==> config.mk <==
export PLATFORM = sky130hd
export DESIGN_NAME = systolic_feeder_flat
export DESIGN_NICKNAME = d
export VERILOG_FILES = /design/src/rtl/systolic_feeder_if.sv /design/src/rtl/systolic_feeder.sv /design/src/flat_wrapper.sv
export SDC_FILE = /design/constraint.sdc
export NUM_CORES = 1
export LEC_CHECK = 0
export CAP_MARGIN = 20
export CORE_AREA = 2 2 272 274
export DETAILED_ROUTE_END_ITERATION = 16
export DIE_AREA = 0 0 274 276
export PLACE_DENSITY = 0.65
export SLEW_MARGIN = 30
export SYNTH_ARGS = -nofsm -noshare
export SYNTH_HDL_FRONTEND = slang
export SYNTH_SLANG_ARGS = --single-unit
export TNS_END_PERCENT = 20
==> constraint.sdc <==
create_clock -name clk -period 4.7 [get_ports clk]
set_clock_uncertainty 0.05 [all_clocks]
set_input_delay 0.705 -clock clk [delete_from_list [all_inputs] [get_ports clk]]
set_output_delay 0.705 -clock clk [all_outputs]
set_load 0.03 [all_outputs]
==> src/rtl/systolic_feeder_if.sv <==
// Bus between the systolic feeder and whatever loads it and consumes its edges.
// Groups the operand write port, the run handshake (start/busy/done) and the
// array-facing drive signals (pe_rst, pe_en, a_edge, b_edge).
//   master : drives the write port and start, observes the rest (testbench / host)
//   slave  : the feeder itself
// N and W must match the parameters of the feeder instance that uses it.
interface systolic_feeder_if #(
  parameter int N = 4,
  parameter int W = 16
);
  localparam int IW = $clog2(N);

  logic          wr_en;
  logic          wr_sel;
  logic [IW-1:0] wr_row;
  logic [IW-1:0] wr_col;
  logic [W-1:0]  wr_data;
  logic          start;
  logic          busy;
  logic          done;
  logic          pe_rst;
  logic          pe_en;
  logic [N*W-1:0] a_edge;
  logic [N*W-1:0] b_edge;

  modport master (
    output wr_en, wr_sel, wr_row, wr_col, wr_data, start,
    input  busy, done, pe_rst, pe_en, a_edge, b_edge
  );

  modport slave (
    input  wr_en, wr_sel, wr_row, wr_col, wr_data, start,
    output busy, done, pe_rst, pe_en, a_edge, b_edge
  );
endinterface

==> src/rtl/systolic_feeder.sv <==
// Input-side sequencer for an N x N systolic array.
// Holds operand matrices A and B (loaded through the bus write port while idle).
// On start: one cycle of PE clear, 2N-1 cycles streaming skewed rows of A on the
// left edge and skewed columns of B on the top edge, DRAIN_CYCLES enabled cycles
// of zeros, then a one-cycle done pulse.
// Ports:
//   clk  - clock
//   rst  - synchronous, active-high reset (clears state, outputs and operand store)
//   bus  - systolic_feeder_if.slave: wr_en/wr_sel/wr_row/wr_col/wr_data, start,
//          busy, done, pe_rst, pe_en, a_edge (lane i = row i), b_edge (lane j = col j)
// All outputs are registered; each state's output values are loaded on the edge
// that enters that state.
module systolic_feeder #(
  parameter int N            = 4,
  parameter int W            = 16,
  parameter int DRAIN_CYCLES = 8
) (
  input logic clk,
  input logic rst,
  systolic_feeder_if.slave bus
);
  localparam int IW = $clog2(N);
  localparam int CW = $clog2(2*N + DRAIN_CYCLES + 1);
  localparam logic [CW-1:0] T_LAST = CW'(2*N - 2);
  localparam logic [CW-1:0] D_LAST = CW'(DRAIN_CYCLES - 1);

  typedef enum logic [2:0] {IDLE, CLEAR, STREAM, DRAIN, DONE} state_t;

  state_t        state_reg;
  logic [CW-1:0] cnt_reg;

  logic [W-1:0] a_store [N][N];
  logic [W-1:0] b_store [N][N];

  // Stream index that the edges will carry in the next cycle: 0 when leaving
  // CLEAR, cnt+1 while advancing through STREAM.
  logic [CW-1:0]  t_next;
  logic [N*W-1:0] a_next;
  logic [N*W-1:0] b_next;

  assign t_next = (state_reg == STREAM) ? cnt_reg + 1'b1 : '0;

  // Lane gi is delayed by gi cycles: it carries element (t - gi) of its row/column
  // while that index is inside the matrix, and zero before and after.
  generate
    for (genvar gi = 0; gi < N; gi++) begin : g_lane
      logic [IW-1:0] off;
      logic          in_win;
      assign off    = IW'(t_next - CW'(gi));
      assign in_win = (t_next >= CW'(gi)) && (t_next < CW'(gi + N));
      assign a_next[gi*W +: W] = in_win ? a_store[gi][off] : '0;
      assign b_next[gi*W +: W] = in_win ? b_store[off][gi] : '0;
    end
  endgenerate

  // Operand store: writable only while idle, so a running stream never sees a
  // half-updated matrix. A write in the same cycle as start lands before the
  // first edge value is read.
  always_ff @(posedge clk) begin
    if (rst) begin
      for (int r = 0; r < N; r++) begin
        for (int c = 0; c < N; c++) begin
          a_store[r][c] <= '0;
          b_store[r][c] <= '0;
        end
      end
    end else if (state_reg == IDLE && bus.wr_en) begin
      if (bus.wr_sel) b_store[bus.wr_row][bus.wr_col] <= bus.wr_data;
      else            a_store[bus.wr_row][bus.wr_col] <= bus.wr_data;
    end
  end

  always_ff @(posedge clk) begin
    if (rst) begin
      state_reg  <= IDLE;
      cnt_reg    <= '0;
      bus.busy   <= 1'b0;
      bus.done   <= 1'b0;
      bus.pe_rst <= 1'b0;
      bus.pe_en  <= 1'b0;
      bus.a_edge <= '0;
      bus.b_edge <= '0;
    end else begin
      case (state_reg)
        IDLE: begin
          if (bus.start) begin
            state_reg  <= CLEAR;
            bus.busy   <= 1'b1;
            bus.pe_rst <= 1'b1;
          end
        end
        CLEAR: begin
          state_reg  <= STREAM;
          cnt_reg    <= '0;
          bus.pe_rst <= 1'b0;
          bus.pe_en  <= 1'b1;
          bus.a_edge <= a_next;
          bus.b_edge <= b_next;
        end
        STREAM: begin
          if (cnt_reg == T_LAST) begin
            state_reg  <= DRAIN;
            cnt_reg    <= '0;
            bus.a_edge <= '0;
            bus.b_edge <= '0;
          end else begin
            cnt_reg    <= cnt_reg + 1'b1;
            bus.a_edge <= a_next;
            bus.b_edge <= b_next;
          end
        end
        DRAIN: begin
          if (cnt_reg == D_LAST) begin
            state_reg <= DONE;
            cnt_reg   <= '0;
            bus.pe_en <= 1'b0;
            bus.done  <= 1'b1;
          end else begin
            cnt_reg <= cnt_reg + 1'b1;
          end
        end
        DONE: begin
          state_reg <= IDLE;
          bus.done  <= 1'b0;
          bus.busy  <= 1'b0;
        end
        default: begin
          state_reg  <= IDLE;
          cnt_reg    <= '0;
          bus.busy   <= 1'b0;
          bus.done   <= 1'b0;
          bus.pe_rst <= 1'b0;
          bus.pe_en  <= 1'b0;
          bus.a_edge <= '0;
          bus.b_edge <= '0;
        end
      endcase
    end
  end
endmodule
==> src/flat_wrapper.sv <==
// flat-port wrapper written by rule: the top's interface ports become plain ports
module systolic_feeder_flat 
#(
  parameter int N            = 4,
  parameter int W            = 16,
  parameter int DRAIN_CYCLES = 8
)
  (clk, rst, bus_wr_en, bus_wr_sel, bus_wr_row, bus_wr_col, bus_wr_data, bus_start, bus_busy, bus_done, bus_pe_rst, bus_pe_en, bus_a_edge, bus_b_edge);
  systolic_feeder_if #(.N(N), .W(W)) bus_i ();
  input logic clk;
  input logic rst;
  input wire logic [$bits(bus_i.wr_en)-1:0] bus_wr_en;
  input wire logic [$bits(bus_i.wr_sel)-1:0] bus_wr_sel;
  input wire logic [$bits(bus_i.wr_row)-1:0] bus_wr_row;
  input wire logic [$bits(bus_i.wr_col)-1:0] bus_wr_col;
  input wire logic [$bits(bus_i.wr_data)-1:0] bus_wr_data;
  input wire logic [$bits(bus_i.start)-1:0] bus_start;
  output wire logic [$bits(bus_i.busy)-1:0] bus_busy;
  output wire logic [$bits(bus_i.done)-1:0] bus_done;
  output wire logic [$bits(bus_i.pe_rst)-1:0] bus_pe_rst;
  output wire logic [$bits(bus_i.pe_en)-1:0] bus_pe_en;
  output wire logic [$bits(bus_i.a_edge)-1:0] bus_a_edge;
  output wire logic [$bits(bus_i.b_edge)-1:0] bus_b_edge;
  assign bus_i.wr_en = bus_wr_en;
  assign bus_i.wr_sel = bus_wr_sel;
  assign bus_i.wr_row = bus_wr_row;
  assign bus_i.wr_col = bus_wr_col;
  assign bus_i.wr_data = bus_wr_data;
  assign bus_i.start = bus_start;
  assign bus_busy = bus_i.busy;
  assign bus_done = bus_i.done;
  assign bus_pe_rst = bus_i.pe_rst;
  assign bus_pe_en = bus_i.pe_en;
  assign bus_a_edge = bus_i.a_edge;
  assign bus_b_edge = bus_i.b_edge;
  systolic_feeder #(.N(N), .W(W), .DRAIN_CYCLES(DRAIN_CYCLES)) u_core (.clk(clk), .rst(rst), .bus(bus_i));
endmodule
==> flow_summary.json, run 1 <==
{
  "crit_path_end_kind": "register",
  "die_x_um": 274,
  "status": "complete, no violations",
  "ys_ff_latch": 652,
  "rsz0062_at_grt": "no",
  "grt-ovfl-total": 0,
  "finalCritPeriodShare_pct": 74.3,
  "crit_start": "u_core.state_reg[0]",
  "final_common_cell": "and2_1",
  "cts-resized-gates": 0,
  "regToRegStartpoint": "u_core.state_reg[0]",
  "syn_to_final_growth_pct": 15.8,
  "fin_area_um2": 33300,
  "ant_nets": 0,
  "ys_seq_area_share_pct": 63.2,
  "hp-class": "reg -> reg",
  "slew_viol_final": 0,
  "ys_warn_count": 0,
  "hpwl_um": 46300,
  "top_regs": "u_core.a_store x256, u_core.b_store x256",
  "synth_top_area_cell": "edfxtp_1",
  "leakage_nw": 11.8,
  "multi_input_area_um2": 9630,
  "worstPathRequired_ps": 5090,
  "io_buffers": 156,
  "drv_cap": 0,
  "regArea_um2": 18200,
  "finalSetupViolations": 0,
  "ios": 157,
  "netlist_area_um2": 28800,
  "setup-tns-final_ps": 0,
  "worstRegToRegCells": 8,
  "reg2reg_to": "u_core.bus.a_edge[13]",
  "synth-async-reset-ratio_pct": 0,
  "synth_ff_type": "edfxtp_1",
  "maxClockFrequency_mhz": 286,
  "synth.top_cell.area_share_pct": 53.4,
  "wirelength_um": 75800,
  "power.total_mw": 13.1,
  "vias": 18100,
  "path_class": "reg -> reg",
  "num_rows": 99,
  "drive_gt1_share_pct": 13.9,
  "crit_end": "u_core.bus.a_edge[13]",
  "grt_pass1_wl_um": 113000,
  "cp.arrival_ps": 3880,
  "maxSlewHeadroom_pct": 32.6,
  "cts_hold_buf": 0,
  "grt_max_degree": 86,
  "drtIter0Drc": 1908,
  "track_usage_pct": 19.8,
  "tightest_slew_ps": 1010,
  "hold_viol": 0,
  "start_util_pct": 39.7,
  "clkLatencyLatePin_ps": 610,
  "die_height_um": 276,
  "timing.hold.ws_ps": 399,
  "synth.avg_cell_area_um2": 13.2,
  "via_per_inst": 5.51,
  "antenna_found_initial": 3,
  "route.detailed.drc": 0,
  "pwr_density_cell_nw_per_um2": 392,
  "cts_buffers": 68,
  "fillers": 6444,
  "syn-num-nets": 2217,
  "synth_area_leaders": "edfxtp_1 (53%), and2_1 (11%), dfxtp_1 (9.7%)",
  "synth_cell_type_count": 60,
  "r2r_setup_slack_ps": 1210,
  "synth_edf_count": 512,
  "post_cts_buffers": 0,
  "min_path_cells": 2,
  "wl_per_cell_um": 23.1,
  "critPathMaxFanout": 64,
  "finalCriticalPeriod_ps": 3490,
  "max-vdd-ir-drop_v": 0.000224,
  "cts_buffer_depth": 3,
  "core_um2": 72600,
  "cts_root_buf": "clkbuf_16",
  "startpoint_type": "register",
  "gp_routability_congestion": 0.854,
  "synthCells": 2188,
  "cts_tree": "built",
  "first_pass_iters": 5,
  "grt_pass1_vias": 17700,
  "cts.htree.levels": 3,
  "clk_pin_slew_ps": 60,
  "final_nets": 2295,
  "dieArea_um2": 75600,
  "dpl_cell_area_um2": 31100,
  "cts_sinks": 652,
  "layout_common_cells": "and2_1 (515), edfxtp_1 (512), clkdlybuf4s50_1 (139), dfxtp_1 (139), nand2_1 (105)"
}
-- how the worst min path moves through the flow --
| stage | slack (ps) | startpoint | to |
|---|---|---|---|
| floorplan | 530 | u_core.bus.done | u_core.bus.done |
| detailed placement | 390 | u_core.bus.b_edge[18] | u_core.bus.b_edge[18] |
| global route | 420 | u_core.bus.a_edge[25] | u_core.bus.a_edge[25] |
| finish | 400 | u_core.bus.b_edge[26] | u_core.bus.b_edge[26] |
| global placement | 390 | u_core.bus.b_edge[26] | u_core.bus.b_edge[26] |
| CTS | 400 | u_core.bus.b_edge[26] | u_core.bus.b_edge[26] |
-- where the power goes --
group / internal [mW] / switching [mW]
combinational: 0.377 / 0.820
sequential: 6.41 / 0.0951
clock: 3.15 / 2.22
-- final cells by class --
class | count | share of cell area (%)
Tap cell | 959 | 3.60
Antenna cell | 2 | 0.0150
Clock inverter | 29 | 0.811
Clock buffer | 96 | 5.91
Inverter | 38 | 0.428
Timing Repair Buffer | 216 | 5.83
Sequential cell | 652 | 54.5
Multi-Input combinational cell | 1290 | 28.9
-- synthesized netlist by cell type (2+ instances only) --
cell type and number:
clkbuf_1 154, buf_1 12, a221oi_1 35, mux2i_1 33
buf_6 7, nand4_1 7, a31oi_1 3, o211ai_1 2
dfxtp_1 140, a22o_1 32, a21oi_1 41, ha_1 4
mux4_2 64, or2_2 19, nor3_4 10, nand3b_1 2
nor3_2 2, xnor2_1 3, nand2b_1 5, o41ai_1 32
edfxtp_1 512, nor3_1 34, nor3b_2 2, a221oi_2 30
a32o_1 64, nor2_1 91, a211oi_1 3, buf_2 31
and3_1 3, buf_4 3, nand3_1 34, o21ai_0 85
and2_1 515, inv_1 37, a211o_1 2, nor2b_1 5
nor4_4 3, nand2_1 105
-- through the flow --
| step | worst slack (ps) | utilization (%) | instances |
|---|---|---|---|
| floorplan | 1040 | - | 2188 |
| CTS | 1220 | 45.9 | 3280 |
| global route | 900 | 45.9 | 3280 |
| detailed placement | 904 | 42.8 | 3155 |
| global placement | 986 | 42.8 | 3155 |
| finish | 1210 | 45.9 | 3282 |
-- layer usage --
layer / vias up / part of all wire [%] / track usage, %
li1: 8184 / - / -
met2: 688 / 48 / 32.2
met4: 2 / 2.4 / 5.95
met1: 9088 / 42 / 27.0
met5: - / 0.021 / 0
met3: 112 / 7.2 / 3.79
-- worst max-delay path, cell delays in order, from the launching register on --
cell	delay, ps
dfxtp_1	710
or3b_4	570
nor2_4	30
buf_4	260
inv_2	100
buf_4	660
nor2_1	200
a221oi_1	560
a221oi_2	140
-- cell families after synthesis --
kind of cell	synth area share (%)
simple gates	17.2
flops	63.2
compound gates	9.60
buf+inv	3.57
mux	6.19
xor+xnor	0.122
fa+ha+maj	0.174
Power figures use the tool's default switching activity.
==> inputs of run 2 (changes only) <==
clock period = 3.32 ns   (was 4.7 ns; I/O delays follow)
==> run 2 against run 1 <==
Register-to-register slack got worse by 660 ps. Core utilization increased by 0.88 points. Highest routed layer unchanged. Wire length decreased by 1.6%. Hold slack improved by 4.0 ps. Critical path depth increased by 1. Total power increased by 45%. Combinational power increased by 44%. Cell area increased by 1.9%. Via count increased by 0.29%.
==> flow_summary.json, run 2 (same netlist as run 1, synthesis figures left out) <==
{
  "cts_buffer_depth": 3,
  "drv_cap": 0,
  "leakage_nw": 12.1,
  "top_regs": "u_core.a_store x256, u_core.b_store x256",
  "crit_path_end_kind": "register",
  "finalSetupViolations": 0,
  "drive_gt1_share_pct": 15.2,
  "tightest_slew_ps": 944,
  "io_buffers": 156,
  "min_path_cells": 4,
  "grt_max_degree": 90,
  "maxSlewHeadroom_pct": 37.1,
  "finalCritPeriodShare_pct": 83.6,
  "finalCriticalPeriod_ps": 2780,
  "slew_viol_final": 0,
  "hold_viol": 0,
  "maxClockFrequency_mhz": 360,
  "start_util_pct": 39.7,
  "ios": 157,
  "num_rows": 99,
  "path_class": "reg -> reg",
  "antenna_found_initial": 5,
  "worstRegToRegCells": 9,
  "clk_pin_slew_ps": 70,
  "crit_start": "u_core.cnt_reg[0]",
  "cts-resized-gates": 0,
  "dieArea_um2": 75600,
  "hpwl_um": 45600,
  "gp_routability_congestion": 0.786,
  "clkLatencyLatePin_ps": 620,
  "cts_buffers": 71,
  "setup-tns-final_ps": 0,
  "route.detailed.drc": 0,
  "vias": 18100,
  "track_usage_pct": 19.6,
  "min-delay-start": "rst",
  "ant_nets": 0,
  "die_height_um": 276,
  "r2r_setup_slack_ps": 540,
  "rsz0062_at_grt": "no",
  "cts_hold_buf": 0,
  "final_nets": 2344,
  "cts_root_buf": "clkbuf_16",
  "cts_tree": "built",
  "wirelength_um": 74600,
  "core_um2": 72600,
  "status": "complete, no violations",
  "reg2reg_to": "u_core.bus.b_edge[31]",
  "cts_sinks": 652,
  "critPathMaxFanout": 33,
  "grt_pass1_vias": 18200,
  "via_per_inst": 5.44,
  "hold_end": "u_core.bus.b_edge[22]",
  "worstPathRequired_ps": 3760,
  "startpoint_type": "register",
  "max-vdd-ir-drop_v": 0.000419,
  "pwr_density_cell_nw_per_um2": 556,
  "final_common_cell": "and2_1",
  "post_cts_buffers": 0,
  "syn_to_final_growth_pct": 18.1,
  "antenna_cells": 0,
  "first_pass_iters": 6,
  "drtIter0Drc": 1731,
  "regToRegStartpoint": "u_core.cnt_reg[0]",
  "grt_pass1_wl_um": 113000,
  "hp-class": "in -> reg",
  "layout_common_cells": "and2_1 (515), edfxtp_1 (512), clkdlybuf4s50_1 (155), dfxtp_1 (139), nand2_1 (105)",
  "wl_per_cell_um": 22.4,
  "grt-ovfl-total": 0,
  "post-route-util_pct": 46.8,
  "cts.htree.levels": 3,
  "cp.arrival_ps": 3220,
  "die_x_um": 274
}
-- run 2: changes by cell type in the layout (fill, tap and decap cells not counted), moves of 4 or more --
| cell | delta |
|---|---|
| clkinv_1 | -6 |
| buf_2 | -16 |
| clkinvlp_4 | +4 |
| buf_4 | +39 |
| clkbuf_8 | -5 |
| buf_12 | +8 |
| clkdlybuf4s50_1 | +16 |
-- run 2: final cells by class --
| class | instances | area [um^2] |
|---|---|---|
| clock buffers | 96 | 1960 |
| clock inverters | 35 | 392 |
| fillers | 6301 | 38600 |
| inverters | 38 | 144 |
| multi-input cells | 1290 | 9640 |
| flip-flops and latches | 652 | 18200 |
| well taps | 959 | 1200 |
| repair buffers | 262 | 2460 |
-- run 2: power by group --
part           internal [mW]  switching, mW
Combinational          0.588           1.15
Clock                   4.67           3.30
Sequential              9.07          0.124
-- run 2: worst max-delay path by stage --
| stage | slack, ps | to | cells past startpoint |
|---|---|---|---|
| finish | 540 | u_core.bus.b_edge[31] | 9 |
| detailed placement | 400 | u_core.a_store[2][3] | 6 |
| floorplan | 20 | u_core.bus.a_edge[16] | 16 |
| global placement | 420 | u_core.a_store[2][3] | 6 |
| CTS | 530 | u_core.bus.b_edge[31] | 9 |
| global route | 420 | u_core.bus.a_edge[20] | 9 |
-- run 2: per-layer routing --
layer	vias to the layer above	part of all wire, %	global-route usage [%]
met5	-	0.074	0
met4	8	2.6	5.64
met3	125	6.5	4.02
met2	582	49	32.8
met1	9132	42	25.8
li1	8280	-	-
-- run 2: per-stage QoR --
step	total power [mW]	cell area, um^2	setup slack (ps)	std cells	hold WS, ps
floorplan	10.5	28800	18.8	2188	528
global placement	11.1	31600	424	3201	389
detailed placement	11.1	31600	396	3201	396
CTS	19.0	34000	531	3332	365
global route	19.5	34000	419	3332	397
finish	18.9	34000	543	3332	403
-- run 2: critical path, cell delays in order (launching register included) --
cell and delay [ps]:
dfxtp_4 420, clkinv_2 80, ha_1 340, nor2_4 140, buf_4 340, ha_1 200
buf_4 420, mux4_2 300, inv_1 70, o41ai_1 280
==> inputs of run 3 (changes only) <==
PLACE_DENSITY = 0.67   (was 0.65)
clock period = 2.25 ns   (was 3.32 ns; I/O delays follow)
==> run 3 against run 2 <==
The run now ends with negative setup slack left. Critical path type unchanged. Cell area increased by 5.7%. Total power increased by 50%. Die area unchanged. Largest power group unchanged. Core utilization increased by 2.7 points. Flip-flop and latch count unchanged. Count of clock-buffer cells in the layout grew 5. Highest routed layer unchanged. Wire length is 3.3% higher. Global-route usage up 0.49 points. Sequential share of layout area down 2.9 points.
==> flow_summary.json, run 3 (same netlist as run 1, synthesis figures left out) <==
{
  "path_class": "reg -> reg",
  "clk_pin_slew_ps": 60,
  "route.detailed.drc": 0,
  "grt_pass1_vias": 18800,
  "leakage_nw": 13.2,
  "cts_buffer_depth": 3,
  "cp_top_family": "buffers and inverters",
  "drtIter0Drc": 1743,
  "drv_cap": 0,
  "via_per_inst": 5.43,
  "fin_ws_ps": -192,
  "hold_viol": 0,
  "grt-ovfl-total": 0,
  "cp_slowest_cell": "o41ai_2",
  "status": "complete, but fails checks",
  "wirelength_um": 77100,
  "tightest_slew_ps": 687,
  "start_util_pct": 39.7,
  "hp-class": "in -> reg",
  "worstPathRequired_ps": 2690,
  "dieArea_um2": 75600,
  "die_height_um": 276,
  "fillers": 6129,
  "antenna_cells": 0,
  "clkPwrFrac_pct": 41.3,
  "top_regs": "u_core.a_store x256, u_core.b_store x256",
  "slew_viol_final": 0,
  "grt_pass1_wl_um": 116000,
  "num_rows": 99,
  "violations": "negative setup slack",
  "clkLatencyLatePin_ps": 620,
  "track_usage_pct": 20.1,
  "cts_hold_buf": 0,
  "wl_per_cell_um": 22.5,
  "cts_buffers": 72,
  "finalCriticalPeriod_ps": 2440,
  "first_pass_iters": 6,
  "io_buffers": 156,
  "core_um2": 72600,
  "drive_gt1_share_pct": 20.9,
  "ios": 157,
  "final_common_cell": "and2_1",
  "syn_to_final_growth_pct": 24.8,
  "cts_sinks": 652,
  "power_frac_seq_pct": 47.7,
  "ant_nets": 0,
  "critPathMaxFanout": 10,
  "rsz0062_at_grt": "yes",
  "cts_tree": "built",
  "finalSetupViolations": 40,
  "path_buf_inv": 4,
  "cpPeakStageDelay_ps": 340,
  "pwr_density_cell_nw_per_um2": 791,
  "power.total_mw": 28.4,
  "cts.htree.levels": 3,
  "power_frac_comb_pct": 11.0,
  "intPower_mw": 21.5,
  "cp.arrival_ps": 2880,
  "max-vdd-ir-drop_v": 0.000566,
  "maxSlewHeadroom_pct": 54.2,
  "vias": 18600,
  "die_x_um": 274,
  "swShare_pct": 24.4,
  "path_common_cell": "buf_6",
  "layout_common_cells": "and2_1 (515), edfxtp_1 (512), clkdlybuf4s50_1 (151), dfxtp_1 (136), buf_4 (123)",
  "gp_routability_congestion": 0.845,
  "cts_root_buf": "clkbuf_16",
  "maxClockFrequency_mhz": 409,
  "grt_max_degree": 65,
  "setup-tns-final_ps": -5080,
  "final_nets": 2433,
  "startpoint_type": "register",
  "hpwl_um": 47500,
  "crit_path_end_kind": "register",
  "crit_chain": "buf_6 > nor4b_4 > buf_6 > ha_4 > and3b_2 > a21oi_4 > a221oi_4 > buf_4 > buf_12 > o41ai_2",
  "switchingPower_mw": 6.94,
  "antenna_found_initial": 5,
  "finalCritPeriodShare_pct": 109
}
-- run 3: cell types whose count changed in the layout (fill, tap and decap cells not counted), moves of 8 or more --
cell,before,now
buf_12,9,55
o41ai_1,32,0
buf_4,97,123
o41ai_2,0,23
o21ai_1,16,1
or2_2,19,6
or2_4,0,13
o21ai_2,1,13
buf_6,0,11
o41ai_4,1,10
a221oi_1,34,26
a221oi_2,30,38
-- run 3: worst paths after layout --
path | cells after the start | end | startpoint | slack (ps)
worst max-delay path | 10 | u_core.bus.a_edge[30] | u_core.state_reg[2] | -190
worst max register to register | 10 | u_core.bus.a_edge[30] | u_core.state_reg[2] | -190
worst min register to register | 2 | u_core.bus.a_edge[24] | u_core.bus.a_edge[24] | 410
worst min-delay path | 3 | u_core.bus.pe_en | rst | 220
-- run 3: cell type report --
type	count	area (um^2)	area share, %
inverters	38	148	0.411
repair buffers	350	3830	10.7
clock buffers	101	2050	5.72
well taps	959	1200	3.34
clock inverters	33	312	0.867
multi-input cells	1290	10200	28.4
flip-flops and latches	652	18200	50.6
-- run 3: power by group through the flow --
stage               logic, mW  clock network (mW)  registers [mW]
floorplan                1.62                   0            13.9
global placement         2.87                   0            13.8
detailed placement       2.92                   0            13.8
CTS                      3.03                11.9            13.6
global route             3.32                12.4            13.6
finish                   3.13                11.7            13.6
-- run 3: worst register-to-register path: cells and delay by family, from the launching register on --
kind / cells / cell delay (ps)
flip-flops: 1 / 330
AO/OA/AOI/OAI: 3 / 630
adder cells (fa/ha/maj): 1 / 150
buffers and inverters: 4 / 640
AND/OR/NAND/NOR: 2 / 550
-- run 3: metrics by stage --
step | setup slack (ps) | instance area, um^2 | util (%) | hold slack, ps | cells
after global placement | -250 | 32900 | 45.4 | 387 | 3271
after CTS | -100 | 35500 | 48.9 | 161 | 3415
final | -192 | 35900 | 49.5 | 221 | 3423
after floorplan | -598 | 29100 | - | 477 | 2188
after global routing | -276 | 35900 | 49.5 | 217 | 3423
after detailed placement | -287 | 32900 | 45.4 | 396 | 3271
-- run 3: per-layer routing --
metal	GRT usage, %	wire (um)	vias to the layer above
met5	0	61	-
met4	6.81	2200	8
met3	3.91	5510	122
met2	33.6	38300	693
met1	26.2	30900	9320
li1	-	-	8460
-- run 3: repair_timing --
item                       4_1_cts  5_1_grt
buffers inserted                 9        9
setup endpoints to repair      109      161
pin swaps                        6       24
hold endpoints to repair         0        0
gates resized for setup         18       72
gates cloned                     2        2
